### config.mk
export PLATFORM = sky130hd
export DESIGN_NAME = coherence_bus_responder
export DESIGN_NICKNAME = d
export VERILOG_FILES = /design/src/rtl/coherence_bus_responder.sv
export SDC_FILE = /design/constraint.sdc
export NUM_CORES = 1
export LEC_CHECK = 0
export BUFFER_PORTS_ARGS = -buffer_cell sky130_fd_sc_hd__buf_2
export CAP_MARGIN = 10
export CORE_UTILIZATION = 23
export DETAILED_ROUTE_END_ITERATION = 6
export PLACE_DENSITY = 0.5
export SLEW_MARGIN = 20
export SYNTH_ARGS = -nofsm -noshare
export SYNTH_HDL_FRONTEND = slang
export SYNTH_SLANG_ARGS = --single-unit
export TNS_END_PERCENT = 1
### constraint.sdc
create_clock -name clk -period 2.4 [get_ports clk]
set_clock_uncertainty 0.15 [all_clocks]
set_input_delay 0.12 -clock clk [delete_from_list [all_inputs] [get_ports clk]]
set_output_delay 0.12 -clock clk [all_outputs]
set_load 0.05 [all_outputs]
### src/rtl/coherence_bus_responder.sv
// coherence_bus_responder
// Bus-side agent answering a cache controller's request strobes.
//   Cache_Sector_Fill -> FILL: READ_DONE after READ_LAT cycles, or send_abort on abort_req
//   Invalidate        -> INV : peer_inv broadcast, AllInvDone once all peers ack or on timeout
//   AdrRetry          -> WB  : write_back_done after WB_LAT cycles
// Ports:
//   clk, reset (sync, active low)
//   Cache_Sector_Fill, Invalidate, AdrRetry : request strobes
//   abort_req                               : bus abort, used only in FILL
//   inv_ack[NUM_PEERS]                      : per-peer invalidate acknowledge
//   bus_snoop_rd, bus_snoop_wr              : observed foreign bus traffic
//   READ_DONE, send_abort, AllInvDone, write_back_done : one-cycle completions
//   SHR, SHW                                : registered snoop strobes
//   peer_inv[NUM_PEERS]                     : per-peer invalidate request level
//   busy                                    : state is not IDLE
//   inv_timeout                             : sticky, an invalidation timed out
module coherence_bus_responder #(
  parameter int unsigned READ_LAT    = 4,
  parameter int unsigned WB_LAT      = 3,
  parameter int unsigned NUM_PEERS   = 2,
  parameter int unsigned INV_TIMEOUT = 15
) (
  input  logic                 clk,
  input  logic                 reset,
  input  logic                 Cache_Sector_Fill,
  input  logic                 Invalidate,
  input  logic                 AdrRetry,
  input  logic                 abort_req,
  input  logic [NUM_PEERS-1:0] inv_ack,
  input  logic                 bus_snoop_rd,
  input  logic                 bus_snoop_wr,
  output logic                 READ_DONE,
  output logic                 send_abort,
  output logic                 AllInvDone,
  output logic                 write_back_done,
  output logic                 SHR,
  output logic                 SHW,
  output logic [NUM_PEERS-1:0] peer_inv,
  output logic                 busy,
  output logic                 inv_timeout
);

  typedef enum logic [1:0] {IDLE, FILL, INV, WB} state_t;

  state_t               state;
  logic [2:0]           pend;      // {wb, inv, fill}
  logic [3:0]           cnt;       // shared FILL/WB latency counter
  logic [7:0]           tcnt;      // INV timeout counter
  logic [NUM_PEERS-1:0] acks;

  logic [2:0]           live;
  logic [2:0]           cand;
  logic [2:0]           win;
  logic [NUM_PEERS-1:0] acks_next;
  logic                 all_acked;

  always_comb begin
    live      = {AdrRetry, Invalidate, Cache_Sector_Fill};
    cand      = live | pend;
    win       = '0;
    if (cand[2])      win = 3'b100;
    else if (cand[1]) win = 3'b010;
    else if (cand[0]) win = 3'b001;
    acks_next = acks | inv_ack;
    all_acked = &acks_next;
  end

  always_ff @(posedge clk) begin
    if (!reset) begin
      state           <= IDLE;
      pend            <= '0;
      cnt             <= '0;
      tcnt            <= '0;
      acks            <= '0;
      READ_DONE       <= 1'b0;
      send_abort      <= 1'b0;
      AllInvDone      <= 1'b0;
      write_back_done <= 1'b0;
      SHR             <= 1'b0;
      SHW             <= 1'b0;
      peer_inv        <= '0;
      busy            <= 1'b0;
      inv_timeout     <= 1'b0;
    end else begin
      READ_DONE       <= 1'b0;
      send_abort      <= 1'b0;
      AllInvDone      <= 1'b0;
      write_back_done <= 1'b0;
      // Write snoop dominates a simultaneous read snoop.
      SHW             <= bus_snoop_wr;
      SHR             <= bus_snoop_rd & ~bus_snoop_wr;
      // Outside IDLE every live strobe, even on the completion edge, is remembered.
      pend            <= pend | live;

      unique case (state)
        IDLE: begin
          pend <= cand & ~win;
          if (win[2]) begin
            state <= WB;
            cnt   <= 4'(WB_LAT);
            busy  <= 1'b1;
          end else if (win[1]) begin
            state    <= INV;
            peer_inv <= '1;
            acks     <= '0;
            tcnt     <= 8'(INV_TIMEOUT);
            busy     <= 1'b1;
          end else if (win[0]) begin
            state <= FILL;
            cnt   <= 4'(READ_LAT);
            busy  <= 1'b1;
          end
        end
        FILL: begin
          if (abort_req) begin
            send_abort <= 1'b1;
            state      <= IDLE;
            busy       <= 1'b0;
          end else if (cnt == 4'd1) begin
            READ_DONE <= 1'b1;
            state     <= IDLE;
            busy      <= 1'b0;
          end else begin
            cnt <= cnt - 4'd1;
          end
        end
        WB: begin
          if (cnt == 4'd1) begin
            write_back_done <= 1'b1;
            state           <= IDLE;
            busy            <= 1'b0;
          end else begin
            cnt <= cnt - 4'd1;
          end
        end
        INV: begin
          acks <= acks_next;
          // A last ack on the timeout edge counts as a normal completion.
          if (all_acked) begin
            AllInvDone <= 1'b1;
            peer_inv   <= '0;
            state      <= IDLE;
            busy       <= 1'b0;
          end else if (tcnt == 8'd1) begin
            AllInvDone  <= 1'b1;
            inv_timeout <= 1'b1;
            peer_inv    <= '0;
            state       <= IDLE;
            busy        <= 1'b0;
          end else begin
            peer_inv <= ~acks_next;
            tcnt     <= tcnt - 8'd1;
          end
        end
        default: state <= IDLE;
      endcase
    end
  end

endmodule

==> results of run 1 <==
flip-flops by register name, summed over array words and instances (netlist names):
| signal | flops |
|---|---|
| tcnt | 8 |
| cnt | 4 |
| pend | 3 |
| acks | 2 |
| peer_inv | 2 |
| state | 2 |
| AllInvDone | 1 |
| READ_DONE | 1 |
| SHR | 1 |
| SHW | 1 |
| busy | 1 |
| inv_timeout | 1 |
| send_abort | 1 |
| write_back_done | 1 |
path summary, 6_finish.rpt:
path,cells past startpoint,from,endpoint
worst max-delay path,4,state[0],tcnt[2]
worst min-delay path,3,AdrRetry,pend[2]
worst max register to register,4,state[0],tcnt[2]
worst min register to register,2,tcnt[7],tcnt[7]
layer usage:
layer	track usage (%)	share of wire, %	vias to the layer above
met5	0	0	-
met4	5.00	1.9	0
met3	3.14	4.0	7
met2	16.0	44	20
met1	13.6	50	556
li1	-	-	606
area by class of cell:
type | count | area [µm²] | area share, %
Clock buffer | 6 | 72.6 | 4.42
Inverter | 7 | 26.3 | 1.60
Clock inverter | 2 | 10.0 | 0.610
Tap cell | 72 | 90.1 | 5.49
Multi-Input combinational cell | 111 | 716 | 43.6
Timing Repair Buffer | 24 | 145 | 8.85
Sequential cell | 29 | 581 | 35.4
logic make-up after synthesis:
| kind of cell | Yosys count | synth area share [%] |
|---|---|---|
| AND/OR/NAND/NOR | 64 | 24.4 |
| buffers and inverters | 10 | 2.81 |
| flip-flops | 29 | 43.5 |
| multiplexers | 5 | 3.75 |
| AO/OA/AOI/OAI | 38 | 21.8 |
| adder cells (fa/ha/maj) | 4 | 3.75 |
synth_stat cells:
cell type | count | share of area, %
a311o_1 | 1 | 0.75
nand2b_1 | 5 | 2.3
nor2_1 | 16 | 4.5
nand2_1 | 17 | 4.8
o31ai_1 | 3 | 1.7
and3_1 | 1 | 0.47
or4_1 | 1 | 0.56
a311oi_1 | 1 | 0.66
a21oi_1 | 8 | 3.0
a32oi_1 | 1 | 0.66
o22a_1 | 1 | 0.66
or3_1 | 1 | 0.47
inv_1 | 7 | 2.0
nor4_1 | 2 | 0.94
a32o_1 | 1 | 0.75
o32a_1 | 1 | 0.75
ha_1 | 4 | 3.8
o211a_1 | 2 | 1.5
nand3_1 | 6 | 2.3
a21boi_2 | 1 | 0.84
a22oi_1 | 2 | 1.1
a31o_2 | 1 | 0.66
nor3_1 | 8 | 3.0
dfxtp_1 | 29 | 44
o311a_1 | 1 | 0.75
a211oi_1 | 4 | 2.3
mux2i_1 | 5 | 3.8
nor4_2 | 1 | 0.94
or2_1 | 1 | 0.47
and2_1 | 2 | 0.94
or3b_2 | 1 | 0.66
clkbuf_1 | 3 | 0.84
o21ai_0 | 5 | 1.9
or2_2 | 1 | 0.47
a311oi_4 | 1 | 2.0
a31oi_1 | 3 | 1.4
nor4_4 | 1 | 1.6
o22ai_1 | 1 | 0.47
cell usage in the layout, fill, tap and decap left out, types with 2 or more instances in the layout:
cell type       n
nor3_1          8
ha_1            4
inv_1           7
a211oi_1        4
nand2_1        17
and2_1          2
buf_2          19
o21ai_0         5
dlygate4sd3_1   5
mux2i_1         5
nand3_1         6
dfxtp_1        29
nor2_1         16
a31oi_1         3
o211a_1         2
nand2b_1        5
a22oi_1         2
nor4_1          2
o31ai_1         3
clkbuf_8        5
a21oi_1         8
clkinv_2        2
worst register-to-register path: stages, from the launching register on:
cell	delay (ps)
dfxtp_1	440
nor4_2	670
and2_1	310
a211oi_1	70
a311oi_1	250
through the flow:
step / std cells / cell area, µm² / util, %
6_report: 251 / 1640 / 29.6
4_1_cts: 251 / 1640 / 29.6
5_1_grt: 251 / 1640 / 29.6
2_1_floorplan: 150 / 1330 / -
3_3_place_gp: 238 / 1510 / 27.2
3_5_place_dp: 238 / 1510 / 27.2
timing repair:
action / in CTS / in global routing
buffers inserted: 0 / 0
hold buffers: 5 / 0
hold endpoints to repair: 5 / 0
power groups by stage:
stage	combinational (mW)	sequential, mW	clock, mW
floorplan	0.382	0.718	0
global placement	0.552	0.675	0
detailed placement	0.549	0.675	0
CTS	0.557	0.664	0.403
global route	0.619	0.682	0.428
finish	0.551	0.665	0.390
==> flow_metrics.py, run 1 <==
metrics = {
    "logic_synthesis": {
        "postSynthCellCount": 150,
        "avgSynthCellArea_um2": 8.89,
        "ys_seq_elements": 29,
        "synth.cell_area_um2": 1330,
        "ys_warn_count": 0,
        "yosysSeqAreaShare_pct": 43.5,
        "synthesis.nets": 164,
        "synth_cell_types": 38,
    },
    "power": {
        "vdd_drop_max_mv": 0.315,
        "power.density_nw_per_um2": 979,
        "p_comb_share_pct": 34.3,
        "p_sw_uw": 623,
        "p_int_uw": 983,
        "power_leakage_nw": 0.693,
        "total_power_mw": 1.61,
        "p_seq_share_pct": 41.4,
        "clockPowerShare_pct": 24.3,
        "p_sw_share_pct": 38.8,
    },
    "placement": {
        "gp_congestion": 0.733,
        "io_buffers": 19,
        "pre_cts_ws_ps": 433,
        "dpl.hpwl_um": 2110,
    },
    "clock_network": {
        "clk_path_buf_depth": 2,
        "cts_tree": "done",
        "numCtsBuffers": 5,
        "cts_root_buf": "clkbuf_8",
        "clock_sinks": 29,
        "clkLatencyLatePin_ps": 280,
        "cts.clk_slew.worst_paths_ps": 70,
        "post_cts_resized": 0,
        "htreeDepth": 2,
    },
    "drt": {
        "drt_iter0_markers": 72,
        "wl_per_cell_um": 11.6,
        "via_per_inst": 4.74,
        "wirelength_um": 2900,
        "vias": 1189,
        "detail-route-antenna-nets": 0,
        "drc": 0,
        "dr.pass1.iters": 4,
    },
    "timing": {
        "relSlewSlack_pct": 56.2,
        "setup_tns_ps": 0,
        "setup_violations": 0,
        "finalCritPeriodShare_pct": 83.2,
        "slew_violations": 0,
        "worst_slew_pin_slew_ps": 652,
        "finalHoldViolations": 0,
        "fin_ws_ps": 404,
        "rsz0062_at_grt": "false",
        "fin_crit_ps": 2000,
        "timing.fmax_mhz": 501,
        "holdWs_ps": 44.1,
    },
    "hold_path": {
        "hp-class": "input pin to register",
    },
    "die": {
        "initial_core_util_pct": 24.1,
        "rows": 27,
        "die_area_um2": 6110,
        "die_w_um": 78.2,
        "pin_count": 20,
        "coreArea_um2": 5540,
        "die_height_um": 78.2,
    },
    "worst_setup_path": {
        "startpoint_type": "register",
        "cp_max_fo": 13,
        "crit_required_ps": 2440,
        "slowest_stage": "nor4_2",
        "critPathMaxStageDelay_ps": 670,
        "cp_cell_sequence": "nor4_2 > and2_1 > a211oi_1 > a311oi_1",
        "ff2ff_setup_slack_ps": 400,
        "worstSetupEndpointType": "register",
        "critPathBufInv": 0,
        "crit_family": "simple AND/OR/NAND/NOR gates",
        "path_class": "register to register",
        "arrival_ps": 2030,
    },
    "global_route": {
        "groute.usage.overall_pct": 10.5,
        "grt_pass1_vias": 1079,
        "grt_antenna_before_repair": 0,
        "grt_max_degree": 16,
        "grt_pass1_wl_um": 4970,
        "grt-ovfl-total": 0,
    },
    "layout": {
        "nFillCells": 619,
        "syn2layout_area_growth_pct": 23.0,
        "diodes": 0,
        "fin_nets": 192,
        "drive_above_1_share_pct": 18.4,
    },
    "run": {
        "drv_cap": 0,
    },
    "status": {
        "status": "complete, no violations",
    },
}
Note: power is estimated with default switching activity, not from simulation.
==> run 2, diff against run 1 <==
==> constraint.sdc (replaced) <==
create_clock -name clk -period 2.1 [get_ports clk]
set_clock_uncertainty 0.15 [all_clocks]
set_input_delay 0.105 -clock clk [delete_from_list [all_inputs] [get_ports clk]]
set_output_delay 0.105 -clock clk [all_outputs]
set_load 0.05 [all_outputs]
==> flow_metrics.py, run 2 (same netlist as run 1, synthesis figures left out) <==
metrics = {
    "clock_network": {
        "htreeDepth": 2,
        "cts_tree": "done",
        "cts_root_buf": "clkbuf_8",
        "cts_setup_buffers": 0,
        "numCtsBuffers": 5,
        "cts.clk_slew.worst_paths_ps": 60,
        "clk_path_buf_depth": 2,
        "clkLatencyLatePin_ps": 280,
        "clock_sinks": 29,
    },
    "drt": {
        "vias": 1186,
        "detail-route-antenna-nets": 0,
        "via_per_inst": 4.67,
        "wl_per_cell_um": 11.5,
        "drc": 0,
        "dr.pass1.iters": 4,
        "drt_iter0_markers": 80,
        "wirelength_um": 2920,
    },
    "layout": {
        "syn2layout_area_growth_pct": 27.8,
        "drive_above_1_share_pct": 19.8,
        "fin_nets": 195,
        "largest_register_ffs": 8,
        "top_regs": "tcnt (8), cnt (4), pend (3)",
        "final_cell_mix": "dfxtp_1, buf_2, nand2_1",
        "top_register": "tcnt",
        "layoutNonFillerInstCount": 254,
        "layout_commonest_cell": "dfxtp_1",
        "diodes": 0,
    },
    "timing": {
        "holdWs_ps": 21.1,
        "setup_violations": 0,
        "finalHoldViolations": 0,
        "fin_crit_ps": 1970,
        "setup_tns_ps": 0,
        "fin_ws_ps": 131,
        "finalCritPeriodShare_pct": 93.8,
        "relSlewSlack_pct": 64.6,
        "timing.fmax_mhz": 508,
        "slew_violations": 0,
        "rsz0062_at_grt": "false",
        "worst_slew_pin_slew_ps": 527,
    },
    "power": {
        "power_leakage_nw": 0.730,
        "vdd_drop_max_mv": 0.333,
        "power.density_nw_per_um2": 1180,
    },
    "die": {
        "coreArea_um2": 5540,
        "die_area_um2": 6110,
        "rows": 27,
        "die_height_um": 78.2,
        "initial_core_util_pct": 24.1,
        "pin_count": 20,
        "die_w_um": 78.2,
    },
    "placement": {
        "gp_congestion": 0.770,
        "io_buffers": 19,
        "pre_cts_ws_ps": 115,
        "dpl.hpwl_um": 2120,
        "dp.cells": 241,
    },
    "global_route": {
        "groute.usage.overall_pct": 10.7,
        "grt_antenna_before_repair": 0,
        "grt-ovfl-total": 0,
        "grt_pass1_wl_um": 5050,
        "grt_pass1_vias": 1116,
        "grt_max_degree": 16,
    },
    "worst_setup_path": {
        "arrival_ps": 2030,
        "crit_required_ps": 2160,
        "worstSetupEndpointType": "register",
        "cp_max_fo": 6,
        "path_class": "register to register",
        "startpoint_type": "register",
    },
    "status": {
        "status": "complete, no violations",
    },
    "run": {
        "drv_cap": 0,
    },
    "hold_path": {
        "hp-class": "input pin to register",
    },
}
run 2: cell count changes in the layout (fill, tap and decap cells not counted), sizes merged:
cell / previous run / this run
buf: 19 / 22
clkinv: 2 / 0
bufinv: 0 / 1
clkbuf: 6 / 7
run 2: cell type report:
type | count | area (µm²)
multi-input combinational | 111 | 723
clock buffer | 7 | 86.3
fill | 612 | 3840
tap | 72 | 90.1
sequential | 29 | 581
inverter | 7 | 26.3
clock inverter | 1 | 30.0
timing repair buffer | 27 | 168
run 2: metal layers:
| metal | track usage [%] | vias up | share of wire (%) |
|---|---|---|---|
| met2 | 16.7 | 21 | 46 |
| li1 | - | 615 | - |
| met3 | 3.72 | 4 | 4.1 |
| met5 | 0 | - | 0 |
| met4 | 4.44 | 0 | 0.79 |
| met1 | 13.2 | 546 | 49 |
run 2: final timing paths:
check,startpoint,end,slack (ps),cells after the start
hold reg to reg,tcnt[7],tcnt[7],310,2
setup reg to reg,cnt[0],cnt[1],130,5
hold / removal,Invalidate,pend[1],20,3
setup / recovery,cnt[0],cnt[1],130,5
run 2: power by group:
| group | internal [mW] | switching, mW | total (mW) | leakage [nW] |
|---|---|---|---|---|
| Sequential | 0.649 | 0.0979 | 0.747 | 0.238 |
| Clock | 0.386 | 0.211 | 0.597 | 0.0585 |
| Combinational | 0.264 | 0.402 | 0.666 | 0.433 |
run 2: per-stage QoR:
step	cell area, µm²	power (mW)	utilization, %
2_1_floorplan	1330	1.26	-
3_3_place_gp	1530	1.42	27.6
3_5_place_dp	1530	1.41	27.6
4_1_cts	1700	2.03	30.6
5_1_grt	1700	2.16	30.8
6_report	1700	2.01	30.8
run 2: critical path: stages, from the launching register on:
cell and delay, ps:
dfxtp_1 420, ha_1 170, or3b_2 490, nand3_1 200
a21boi_4 270, mux2i_1 200
run 2: repair_timing:
| item | CTS | global route |
|---|---|---|
| hold buffers | 5 | 0 |
| endpoints found under the hold margin | 6 | 0 |
| setup endpoints to repair | 0 | 3 |
| gates resized for setup | 0 | 1 |
